`src/rtl/divider_if.sv`:
```
// divider_if: start/finished handshake plus operand and result buses for the divider.
interface divider_if #(parameter int BITS = 8);
   logic            i_start;
   logic            o_busy;
   logic            o_finished;
   logic [BITS-1:0] i_dividend;
   logic [BITS-1:0] i_divisor;
   logic [BITS-1:0] o_quotient;
   logic [BITS-1:0] o_remainder;
   logic            o_div_by_zero;
   modport master (output i_start, i_dividend, i_divisor,
                   input  o_busy, o_finished, o_quotient, o_remainder, o_div_by_zero);
   modport slave  (input  i_start, i_dividend, i_divisor,
                   output o_busy, o_finished, o_quotient, o_remainder, o_div_by_zero);
endinterface

```
`src/rtl/divider.sv`:
```
// divider: sequential restoring divider, one quotient bit per clock.
// Define DIVIDER_SIGNED_EN for two's-complement operands (truncation toward zero).
module divider #(parameter int BITS = 8) (
   input logic i_clock,
   input logic i_reset,
   divider_if.slave bus
);
   localparam int CW = $clog2(BITS);
   typedef enum logic [1:0] {IDLE, ITER, DONE} state_t;
   state_t state_q, state_d;
   logic [CW-1:0]   cnt_q, cnt_d;
   logic [BITS-1:0] q_q, q_d, d_q, d_d, r_q, r_d;
   logic [BITS-1:0] quo_q, quo_d, rem_q, rem_d;
   logic            dz_q, dz_d, dzo_q, dzo_d;
   logic [BITS:0]   r_shift;
   logic [BITS+1:0] diff;
   logic [BITS-1:0] q_next, r_next, quo_res, rem_res, dvd_in, dvs_in;
   logic            ge, load, iter, last;
`ifdef DIVIDER_SIGNED_EN
   logic            nq_q, nq_d, nr_q, nr_d;
   logic [BITS-1:0] raw_q, raw_d;
`endif
   always_ff @(posedge i_clock or posedge i_reset)
      if (i_reset) state_q <= IDLE;
      else state_q <= state_d;
   always_comb begin
      last    = cnt_q == CW'(BITS-1);
      state_d = (state_q == IDLE) ? (bus.i_start ? ITER : IDLE) :
                (state_q == ITER) ? (last ? DONE : ITER) : IDLE;
   end
   always_comb begin
      bus.o_busy        = state_q != IDLE;
      bus.o_finished    = state_q == DONE;
      bus.o_quotient    = quo_q;
      bus.o_remainder   = rem_q;
      bus.o_div_by_zero = dzo_q;
   end
   always_comb begin
      load    = state_q == IDLE && bus.i_start;
      iter    = state_q == ITER;
      r_shift = {r_q, q_q[BITS-1]};
      diff    = {1'b0, r_shift} - {2'b0, d_q};
      ge      = !diff[BITS+1];
      q_next  = {q_q[BITS-2:0], ge};
      r_next  = ge ? diff[BITS-1:0] : r_shift[BITS-1:0];
`ifdef DIVIDER_SIGNED_EN
      dvd_in  = bus.i_dividend[BITS-1] ? -bus.i_dividend : bus.i_dividend;
      dvs_in  = bus.i_divisor[BITS-1] ? -bus.i_divisor : bus.i_divisor;
      nq_d    = load ? bus.i_dividend[BITS-1] ^ bus.i_divisor[BITS-1] : nq_q;
      nr_d    = load ? bus.i_dividend[BITS-1] : nr_q;
      raw_d   = load ? bus.i_dividend : raw_q;
      // a zero divisor keeps the raw dividend rather than its magnitude
      quo_res = dz_q ? '1 : (nq_q ? -q_next : q_next);
      rem_res = dz_q ? raw_q : (nr_q ? -r_next : r_next);
`else
      dvd_in  = bus.i_dividend;
      dvs_in  = bus.i_divisor;
      quo_res = q_next;
      rem_res = r_next;
`endif
      q_d     = load ? dvd_in : iter ? q_next : q_q;
      d_d     = load ? dvs_in : d_q;
      r_d     = load ? '0 : iter ? r_next : r_q;
      cnt_d   = load ? '0 : iter ? cnt_q + 1'b1 : cnt_q;
      dz_d    = load ? bus.i_divisor == '0 : dz_q;
      quo_d   = iter && last ? quo_res : quo_q;
      rem_d   = iter && last ? rem_res : rem_q;
      dzo_d   = iter && last ? dz_q : dzo_q;
   end
   always_ff @(posedge i_clock or posedge i_reset)
      if (i_reset) begin
         cnt_q <= '0;
         q_q   <= '0;
         d_q   <= '0;
         r_q   <= '0;
         quo_q <= '0;
         rem_q <= '0;
         dz_q  <= 1'b0;
         dzo_q <= 1'b0;
`ifdef DIVIDER_SIGNED_EN
         nq_q  <= 1'b0;
         nr_q  <= 1'b0;
         raw_q <= '0;
`endif
      end else begin
         cnt_q <= cnt_d;
         q_q   <= q_d;
         d_q   <= d_d;
         r_q   <= r_d;
         quo_q <= quo_d;
         rem_q <= rem_d;
         dz_q  <= dz_d;
         dzo_q <= dzo_d;
`ifdef DIVIDER_SIGNED_EN
         nq_q  <= nq_d;
         nr_q  <= nr_d;
         raw_q <= raw_d;
`endif
      end
endmodule

```
`src/flat_wrapper.sv`:
```
// flat-port wrapper written by rule: the top's interface ports become plain ports
module divider_flat 
#(parameter int BITS = 8)
  (i_clock, i_reset, bus_i_start, bus_i_dividend, bus_i_divisor, bus_o_busy, bus_o_finished, bus_o_quotient, bus_o_remainder, bus_o_div_by_zero);
  divider_if #(.BITS(BITS)) bus_i ();
  input logic i_clock;
  input logic i_reset;
  input wire logic [$bits(bus_i.i_start)-1:0] bus_i_start;
  input wire logic [$bits(bus_i.i_dividend)-1:0] bus_i_dividend;
  input wire logic [$bits(bus_i.i_divisor)-1:0] bus_i_divisor;
  output wire logic [$bits(bus_i.o_busy)-1:0] bus_o_busy;
  output wire logic [$bits(bus_i.o_finished)-1:0] bus_o_finished;
  output wire logic [$bits(bus_i.o_quotient)-1:0] bus_o_quotient;
  output wire logic [$bits(bus_i.o_remainder)-1:0] bus_o_remainder;
  output wire logic [$bits(bus_i.o_div_by_zero)-1:0] bus_o_div_by_zero;
  assign bus_i.i_start = bus_i_start;
  assign bus_i.i_dividend = bus_i_dividend;
  assign bus_i.i_divisor = bus_i_divisor;
  assign bus_o_busy = bus_i.o_busy;
  assign bus_o_finished = bus_i.o_finished;
  assign bus_o_quotient = bus_i.o_quotient;
  assign bus_o_remainder = bus_i.o_remainder;
  assign bus_o_div_by_zero = bus_i.o_div_by_zero;
  divider #(.BITS(BITS)) u_core (.i_clock(i_clock), .i_reset(i_reset), .bus(bus_i));
endmodule
```
`config.mk`:
```
export PLATFORM = sky130hd
export DESIGN_NAME = divider_flat
export DESIGN_NICKNAME = d
export VERILOG_FILES = /design/src/rtl/divider_if.sv /design/src/rtl/divider.sv /design/src/flat_wrapper.sv
export SDC_FILE = /design/constraint.sdc
export NUM_CORES = 1
export LEC_CHECK = 0
export CORE_UTILIZATION = 45
export DETAILED_ROUTE_END_ITERATION = 12
export GPL_TIMING_DRIVEN = 0
export PLACE_DENSITY = 0.78
export SLEW_MARGIN = 10
export SYNTH_ARGS = -nofsm -noshare
export SYNTH_HDL_FRONTEND = slang
export SYNTH_SLANG_ARGS = --single-unit
```
`constraint.sdc`:
```
create_clock -name i_clock -period 3.2 [get_ports i_clock]
set_input_delay 0.96 -clock i_clock [delete_from_list [all_inputs] [get_ports i_clock]]
set_output_delay 0.96 -clock i_clock [all_outputs]
set_load 0.02 [all_outputs]
```
# ---- Word-level counts from Yosys, hierarchy flattened
# Cells that the tools add are included.
dict set report word_totals {
  out_inout_bits 19
  wordCells 32
  reg_bits 47
}
dict set report classes {
  eq_ne 3
  n_addsub 2
  reduce_logical 7
  muxes 11
}
# operator n
set op_table {}
lappend op_table {{$mux W8} 5}
lappend op_table {{$sub A9 B8 Y10} 1}
lappend op_table {{$logic_not A8 Y1} 1}
lappend op_table {{$mux W2} 3}
lappend op_table {{$mux W3} 2}
lappend op_table {{$reduce_bool A2 Y1} 2}
lappend op_table {{$add A3 B1 Y3 const B} 1}
lappend op_table {{$eq A3 B3 Y1 const B} 1}
lappend op_table {{$eq A2 B1 Y1 const B} 1}
lappend op_table {{$eq A2 B2 Y1 const B} 1}
lappend op_table {{$logic_and A1 B1 Y1} 2}
lappend op_table {{$logic_not A2 Y1} 1}
lappend op_table {{$logic_not A1 Y1} 1}
lappend op_table {{$mux W1} 1}

# ---- Longest topological paths before layout
# Gate-level depths: netlist of the first run.
dict set report depth {
  depth_word 4
  depth_mapped 9
  ltp_nobuf 9
}

# ---- Worst setup path before layout of the first run
# Ideal clock, no wire load.
dict set report synth_timing {
  path_kind {reg2reg}
  from {register u_core.r_q[4]}
  to {register u_core.rem_q[3] (netlist: u_core.bus.o_remainder[3])}
  period_less_slack_ns 1.974
  path_stages_with_launch 9
  arrival_time_ns 1.842
  setup_slack_ns 1.226
  cell_sequence {dfrtp_1 -> ha_1 -> buf_4 -> nand4_1 -> a2111oi_4 -> or2_1 -> buf_6 -> mux2i_1 -> o21ai_1}
}
dict set report synth_via {
  elab_chain_len 2
}
# item line
set synth_lines {}
lappend synth_lines {{start: declaration} divider.sv:12} ;# logic [BITS-1:0] q_q, q_d, d_q, d_d, r_q, r_d;
lappend synth_lines {{start signal: assignment} divider.sv:89} ;# r_q <= r_d;
lappend synth_lines {{$sub A9 B8 Y10} divider.sv:42} ;# diff = {1'b0, r_shift} - {2'b0, d_q};
lappend synth_lines {{$mux W8} divider.sv:45} ;# r_next = ge ? diff[BITS-1:0] : r_shift[BITS-1:0];
lappend synth_lines {{end signal: assignment} divider.sv:91} ;# rem_q <= rem_d;
lappend synth_lines {{end: declaration} divider.sv:13} ;# logic [BITS-1:0] quo_q, quo_d, rem_q, rem_d;
# Every way passes these cells.
# A chain may end at the register's enable or synchronous reset.

# ---- Worst setup path in the final report of the first run
dict set report layout_timing {
  from {register u_core.state_q[1]}
  to {output bus_o_busy}
}
dict set report layout_via {
  elab_chain_len 1
}
# item line
set layout_lines {}
lappend layout_lines {{start: declaration} divider.sv:10} ;# state_t state_q, state_d;
lappend layout_lines {{start signal: assignment} divider.sv:25} ;# else state_q <= state_d;
lappend layout_lines {{$reduce_bool A2 Y1} divider.sv:32} ;# bus.o_busy = state_q != IDLE;
lappend layout_lines {{end: declaration} flat_wrapper.sv:11} ;# output wire logic [$bits(bus_i.o_busy)-1:0] bus_o_busy;
# Every way passes these cells.

==> results of run 1 <==
==> cell families (layout without fill, tap and decap cells) <==
family                   Yosys count  in the layout
AND/OR/NAND/NOR                   77             77
AO/OA/AOI/OAI                     60             60
flip-flops                        47             47
buffers and inverters             27             72
multiplexers                      12             12
adder cells (fa/ha/maj)           11             11
XOR/XNOR                           4              4
==> state kept, by name (all words and copies together), names as in the netlist <==
name / cells
u_core.bus.o_quotient: 8
u_core.state_q: 2
u_core.cnt_q: 3
u_core.bus.o_div_by_zero: 1
u_core.bus.o_remainder: 8
u_core.q_q: 8
u_core.r_q: 8
u_core.d_q: 8
u_core.dz_q: 1
==> cell usage after synthesis, drive strengths merged <==
cell type   n  area share [%]
nor2b       2            0.53
clkbuf      9             1.4
fa          1            0.86
and3        1            0.27
a31oi       4             1.1
nand2b      3            0.80
nor3b       3            0.96
nand4       1            0.27
xor2        2            0.75
nor3        1            0.21
inv        15             2.4
o2111ai     1            0.37
a22oi       7             2.2
nand2      43             6.9
a221o       1            0.43
nand3       9             1.9
a211oi      3            0.96
o21ai      34             7.3
or4b        1            0.43
a2111oi     1             1.2
nor2        8             1.4
dfrtp      47              50
mux2        8             3.9
xnor2       2            0.75
o31ai       2            0.64
ha         10             5.3
and2        2            0.53
mux2i       4             1.7
a2bb2oi     1            0.37
or2         1            0.27
o221ai      1            0.37
nor4        2            0.53
a21oi       5             1.6
buf         3             1.1
==> worst min-delay path, cell delays in order, from the launching register on <==
cell and delay [ps]:
dfrtp_1 350, nand2_1 40, o21ai_0 60
==> worst max path at each step <==
stage / to / slack (ps) / start
floorplan: u_core.bus.o_div_by_zero$_DFFE_PP0P_ / 1120 / i_reset
global placement: u_core.d_q[7]$_DFFE_PP0P_ / 240 / i_reset
detailed placement: u_core.q_q[0]$_DFFE_PP0P_ / 530 / bus_i_start
CTS: bus_o_busy / 740 / u_core.state_q[1]$_DFF_PP0_
global route: bus_o_busy / 670 / u_core.state_q[1]$_DFF_PP0_
finish: bus_o_busy / 760 / u_core.state_q[1]$_DFF_PP0_
==> layout make-up <==
| cell class | instances | area (um^2) |
|---|---|---|
| Sequential cell | 47 | 1180 |
| Tap cell | 67 | 83.8 |
| Clock inverter | 1 | 5.00 |
| Timing Repair Buffer | 38 | 390 |
| Multi-Input combinational cell | 164 | 1050 |
| Buffer | 12 | 60.1 |
| Fill cell | 438 | 1950 |
| Inverter | 15 | 56.3 |
| Clock buffer | 6 | 82.6 |
==> where the power goes <==
part | switching, uW | internal (uW)
clock network | 192 | 170
registers | 171 | 877
logic | 1170 | 868
==> metrics by stage <==
step                      util, %  area, um^2  instances  total power (uW)  worst slack, ps
final                        59.8        2900        350              3450              763
after global routing         59.8        2900        350              3750              670
after CTS                    59.8        2900        350              3460              744
after detailed placement     58.0        2810        343              3090              532
after global placement       57.6        2790        342              3000              243
after floorplan                 -        2340        238              2500             1120
==> layer usage <==
| layer | up-vias | track usage (%) |
|---|---|---|
| met4 | 0 | 7.05 |
| met2 | 56 | 33.4 |
| li1 | 913 | - |
| met3 | 9 | 5.69 |
| met1 | 885 | 27.6 |
| met5 | - | 0 |
==> qor.csv, run 1 <==
stage,metric,value,unit
outcome,status,"finished, final reports clean",
synth,Post-Synth XOR/XNOR Area,1.50,%
cts,CTS tree,yes,
route,DRC viols,0,
die,Initial Util,48.3,%
timing,post-route minimum period,2440,ps
timing,hold slack final,479,ps
grt,initial antenna violation count,0,
synth,Mapped Area,2340,um^2
pwr,peak supply drop,0.540,mV
grt,vias in the first global route,1845,
synth,main combinational cell family by area after synthesis,compound AO/OA/AOI/OAI gates,
pwr,Cell Pwr Density,1190,nW/um^2
synth,Synthesized Nets,268,
synth,Post-Synth Simple-Gate Area,15.0,%
critical_path,r2r worst-path depth,8,
timing,Hold Fails Final Rpt,0,
layout,most frequent cells in the layout,"47 x dfrtp_1, 43 x nand2_1, 37 x clkdlybuf4s50_1",
grt,GRT Overall Usage,20.9,%
critical_path,CP startpoint kind,register,
cts,TritonCTS buffer count,5,
route,Top Metal Used,met4,
critical_path,worst reg-to-reg setup slack,890,ps
critical_path,critical path type,register to primary output,
critical_path,worst path cell trace,"nor2_1, inv_1, clkdlybuf4s50_1",
layout,fraction of layout cells with a size suffix above 1,8.83,%
critical_path,Worst path depth,3,
critical_path,Crit path required time,2240,ps
critical_path,reg2reg end,u_core.r_q[4]$_DFFE_PP0P_,
critical_path,cell family with most CP delay,buffers and inverters,
cts,TritonCTS Sinks,47,
timing,# setup viols final,0,
layout,ant diodes,0,
synth,"Avg Cell Area, Syn",9.83,um^2
synth,post-synthesis sequential area ratio,50.3,%
timing,Slew HR,63.4,%
route,met3 WL,276,um
layout,"most common cell after layout, fill and taps aside",dfrtp_1,
placement,port bufs,37,
cts,root buf cell,clkbuf_8,
cts,CTS max path bufs,2,
layout,number of nets in the layout,313,
die,Chip Height,74.1,um
synth,YS warnings,0,
critical_path,CP Capture Type,primary output,
synth,"Distinct cells, synth",39,
route,met2 wire length,2220,um
route,Metal-1 WL,2290,um
synth,mux contribution to synthesized area,5.56,%
synth,#FFs+latches synth,47,
placement,Routability Congestion,0.941,
timing,Worst Clk Skew,5.92,ps
die,row cnt,25,
cts,"CTS clk-pin slew, worst paths",80,ps
timing,Final period util,76.2,%
cts,depth of the CTS H-tree,2,
route,DR vias,1863,
die,total core area,4850,um^2
route,Pre-antenna DRT Iters,4,
route,Post-Route WL,4870,um
timing,Slew @ Worst Pin,547,ps
synth,synthesized instance count,238,
route,vias per inst,5.32,
hold_path,Hold Crit Class,register to register,
timing,RSZ-0062 raised after global routing,false,
cts,Post-CTS Setup Bufs,0,
critical_path,crit path max fanout,4,
grt,largest net degree at the start of global routing,36,
grt,global route total overflow,0,
critical_path,CP max stage cell,clkdlybuf4s50_1,
critical_path,Crit path largest cell delay,540,ps
timing,fmax,410,MHz
hold_path,Hold Path Origin,u_core.bus.o_remainder[7]$_DFFE_PP0P_,
critical_path,Buf/Inv on CP,2,
hold_path,WHS Path Cells,2,
critical_path,CP arrival,1480,ps
route,Routed WL per cell,13.9,um
synth,adder-cell share of the synthesized area,6.20,%
timing,Total Neg Setup Slack,0,ps
cts,post-CTS sizing,0,
placement,HPWL after DPL,3690,um
route,drt first-iter violations,96,
cts,worst-skew pair later-pin latency,310,ps
run,max-cap violations,0,
die,# IOs,38,
grt,first-pass GRT wire length,8510,um
pwr,Leakage,0.00128,uW
cts,cts hold-fix bufs,0,
die,Die ar.,5490,um^2
route,Routed Antenna Nets,0,
timing,"Slew Viols, Final",0,
layout,"Area growth, synth to finish",24.0,%
synth,Synth Area in Compound Gates,16.5,%
critical_path,r2r startpoint,u_core.r_q[4]$_DFFE_PP0P_,
die,Die W,74.1,um
hold_path,worst hold path endpoint,u_core.bus.o_remainder[7]$_DFFE_PP0P_,
No activity file was read; power rests on OpenSTA's default activity.
==> run 2: changes to the inputs <==
==> constraint.sdc (replaced) <==
create_clock -name i_clock -period 2.52 [get_ports i_clock]
set_input_delay 0.756 -clock i_clock [delete_from_list [all_inputs] [get_ports i_clock]]
set_output_delay 0.756 -clock i_clock [all_outputs]
set_load 0.02 [all_outputs]
==> results of run 2 <==
The final DEF is identical to that of run 1. Status: finished, final reports clean.
Main changes from that run: setup slack after placement 532 ps -> 56.2 ps; setup slack after layout 763 ps -> 211 ps; start point of the critical path u_core.state_q[1]$_DFF_PP0_ -> u_core.r_q[4]$_DFFE_PP0P_; end point of the critical path bus_o_busy -> u_core.r_q[4]$_DFFE_PP0P_; register-to-register setup slack 890 ps -> 210 ps; total power 3450 uW -> 4380 uW; worst IR drop on VDD 0.540 mV -> 0.685 mV
==> run 3: changes to the inputs <==
--- a/config.mk
+++ b/config.mk
@@ -5,6 +5,7 @@
 export SDC_FILE = /design/constraint.sdc
 export NUM_CORES = 1
 export LEC_CHECK = 0
+export ABC_AREA = 1
 export CORE_UTILIZATION = 45
 export DETAILED_ROUTE_END_ITERATION = 12
 export GPL_TIMING_DRIVEN = 0
==> run 3 against run 2 <==
- first-iteration DRC count down 10%
- critical path depth fell by 5
- sequential share of layout area down 1.6 points
- core utilization down 1.4 points
- synthesized cell count increased by 22%
- wire length is 5.9% higher
- total power is 5.2% higher
- count of clock-buffer cells in the layout is 1 higher
- combinational power increased by 7%
==> qor.csv, run 3 <==
stage,metric,value,unit
placement,port bufs,37,
synth,YS warnings,0,
outcome,status,"finished, final reports clean",
synth,area share of the leading cell type in the synthesized netlist,48.2,%
grt,GRT Overall Usage,20.3,%
timing,setup ws final,278,ps
route,DRC viols,0,
critical_path,CP Capture Type,primary output,
critical_path,CP startpoint kind,register,
hold_path,Hold Crit Class,register to register,
cts,worst-skew pair later-pin latency,300,ps
pwr,Clk pwr share,10.8,%
die,Initial Util,47.2,%
cts,"CTS clk-pin slew, worst paths",80,ps
critical_path,worst reg-to-reg setup slack,560,ps
critical_path,reg2reg end,u_core.r_q[2]$_DFFE_PP0P_,
placement,pre-CTS setup slack,296,ps
critical_path,critical path type,register to primary output,
route,DR vias,2011,
timing,# setup viols final,0,
timing,Worst Clk Skew,6.17,ps
route,vias per inst,4.95,
synth,synthesized instance count,290,
die,row cnt,26,
placement,HPWL after DPL,3840,um
hold_path,WHS Path Cells,2,
critical_path,worst path cell trace,"nor2_1, inv_1, clkdlybuf4s50_1",
layout,ant diodes,0,
grt,vias in the first global route,1887,
pwr,P_int,2500,uW
die,Chip Height,75.6,um
die,total core area,5170,um^2
layout,"most common cell after layout, fill and taps aside",nand2_1,
placement,Routability Congestion,0.839,
timing,Slew HR,69.2,%
layout,fin cells,406,
synth,#FFs+latches synth,47,
hold_path,worst hold path endpoint,u_core.bus.o_remainder[7]$_DFFE_PP0P_,
cts,CTS tree,yes,
synth,most frequent cells after synthesis,"93 x nand2_1, 47 x dfrtp_1, 42 x inv_1",
pwr,Sw Share,45.9,%
pwr,Cell Pwr Density,1530,nW/um^2
timing,fmax,446,MHz
grt,global route total overflow,0,
synth,post-synthesis sequential area ratio,48.2,%
cts,cts hold-fix bufs,0,
layout,fraction of layout cells with a size suffix above 1,9.82,%
cts,Post-CTS Setup Bufs,0,
cts,depth of the CTS H-tree,2,
synth,Mapped Area,2440,um^2
pwr,peak supply drop,0.743,mV
timing,"Slew Viols, Final",0,
critical_path,Crit path required time,1760,ps
timing,Final period util,88.9,%
timing,post-route minimum period,2240,ps
timing,Slew @ Worst Pin,462,ps
critical_path,CP arrival,1490,ps
timing,Hold Fails Final Rpt,0,
placement,placed cell count,398,
pwr,combinational power share,60.3,%
layout,"Area growth, synth to finish",23.8,%
layout,Filler cells,468,
grt,first-pass GRT wire length,8600,um
synth,Synthesized Nets,320,
pwr,Leakage,0.00153,uW
hold_path,Hold Path Origin,u_core.bus.o_remainder[7]$_DFFE_PP0P_,
route,Pre-antenna DRT Iters,5,
critical_path,crit path max fanout,2,
layout,most frequent cells in the layout,"93 x nand2_1, 47 x dfrtp_1, 41 x inv_1",
synth,most frequent cell after synthesis,nand2_1,
critical_path,r2r worst-path depth,9,
die,# IOs,38,
synth,leading area contributor after synthesis,dfrtp_1,
grt,largest net degree at the start of global routing,38,
route,Routed WL per cell,12.7,um
layout,number of nets in the layout,365,
cts,root buf cell,clkbuf_8,
synth,"Avg Cell Area, Syn",8.41,um^2
grt,initial antenna violation count,0,
timing,RSZ-0062 raised after global routing,false,
critical_path,Crit path largest cell delay,540,ps
synth,top post-synthesis cells by area,"dfrtp_1 48%, nand2_1 14%, inv_1 6.5%",
route,Post-Route WL,5160,um
route,Routed Antenna Nets,0,
timing,hold slack final,481,ps
cts,post-CTS sizing,0,
cts,TritonCTS buffer count,5,
timing,Total Neg Setup Slack,0,ps
die,Die ar.,5720,um^2
die,Die W,75.6,um
cts,TritonCTS Sinks,47,
synth,asr flop ratio synth,100,%
cts,CTS max path bufs,2,
pwr,switching pwr,2120,uW
run,max-cap violations,0,
synth,"Distinct cells, synth",31,
critical_path,r2r startpoint,u_core.r_q[4]$_DFFE_PP0P_,
pwr,Reg power frac,28.9,%
synth,ys flop type,dfrtp_1,
synth,Post-synth EDFFs,0,
route,drt first-iter violations,86,
critical_path,CP max stage cell,clkdlybuf4s50_1,
==> run 3: changes by cell type in the layout (fill, tap and decap cells not counted), sizes merged, moves of 4 or more <==
| cell | delta |
|---|---|
| inv | +29 |
| mux2i | -4 |
| nand3 | +7 |
| nand2 | +56 |
| nand4 | +7 |
| a31oi | -4 |
| o21ai | -10 |
| mux2 | -8 |
==> run 3: how the worst max path moves through the flow <==
stage | start | endpoint | cells after the start
after detailed placement | bus_i_start | u_core.q_q[2]$_DFFE_PP0P_ | 5
after global placement | i_reset | u_core.d_q[7]$_DFFE_PP0P_ | 2
after global routing | u_core.state_q[0]$_DFF_PP0_ | bus_o_busy | 3
after CTS | u_core.state_q[1]$_DFF_PP0_ | bus_o_busy | 3
after floorplan | i_reset | u_core.bus.o_div_by_zero$_DFFE_PP0P_ | 1
final | u_core.state_q[1]$_DFF_PP0_ | bus_o_busy | 3
==> run 3: cell families (layout without fill, tap and decap cells) <==
kind of cell / after synthesis / count (layout) / share of synthesized area [%]
buf+inv: 52 / 98 / 9.08
flops: 47 / 47 / 48.2
fa+ha+maj: 11 / 11 / 5.95
xor+xnor: 3 / 3 / 1.08
compound gates: 41 / 41 / 10.5
simple gates: 136 / 136 / 25.2
==> run 3: cell type report <==
class,count,area (um^2),share of cell area [%]
clock inverters,1,7.51,0.248
clock buffers,7,96.3,3.19
well taps,70,87.6,2.90
inverters,44,165,5.47
flip-flops and latches,47,1180,38.9
multi-input cells,191,1040,34.5
plain buffers,8,56.3,1.86
repair buffers,38,390,12.9
==> run 3: power by group through the flow <==
stage	Sequential [uW]	Clock [uW]	Combinational [uW]
final	1330	497	2780
after global routing	1370	534	3150
after CTS	1330	511	2780
after detailed placement	1340	0	2760
after global placement	1330	0	2690
after floorplan	1440	0	1920
==> run 3: stage by stage <==
stage	utilization [%]	area (um^2)	power, uW
6_report	58.4	3020	4610
5_1_grt	58.4	3020	5060
4_1_cts	58.4	3020	4630
3_5_place_dp	56.4	2920	4110
3_3_place_gp	56.0	2900	4030
2_1_floorplan	-	2440	3350
==> run 3: routing by layer <==
metal	track usage (%)	up-vias	wire length [um]	share of wire, %
met1	28.3	940	2480	48
met3	3.57	5	212	4.1
li1	-	1018	-	-
met2	33.1	48	2430	47
met4	4.94	0	32	0.62
met5	0	-	0	0
==> run 3: critical path: cells and delay by family, from the launching register on <==
family,cells,cell delay [ps]
AND/OR/NAND/NOR,1,180
flip-flops,1,400
buffers and inverters,2,610
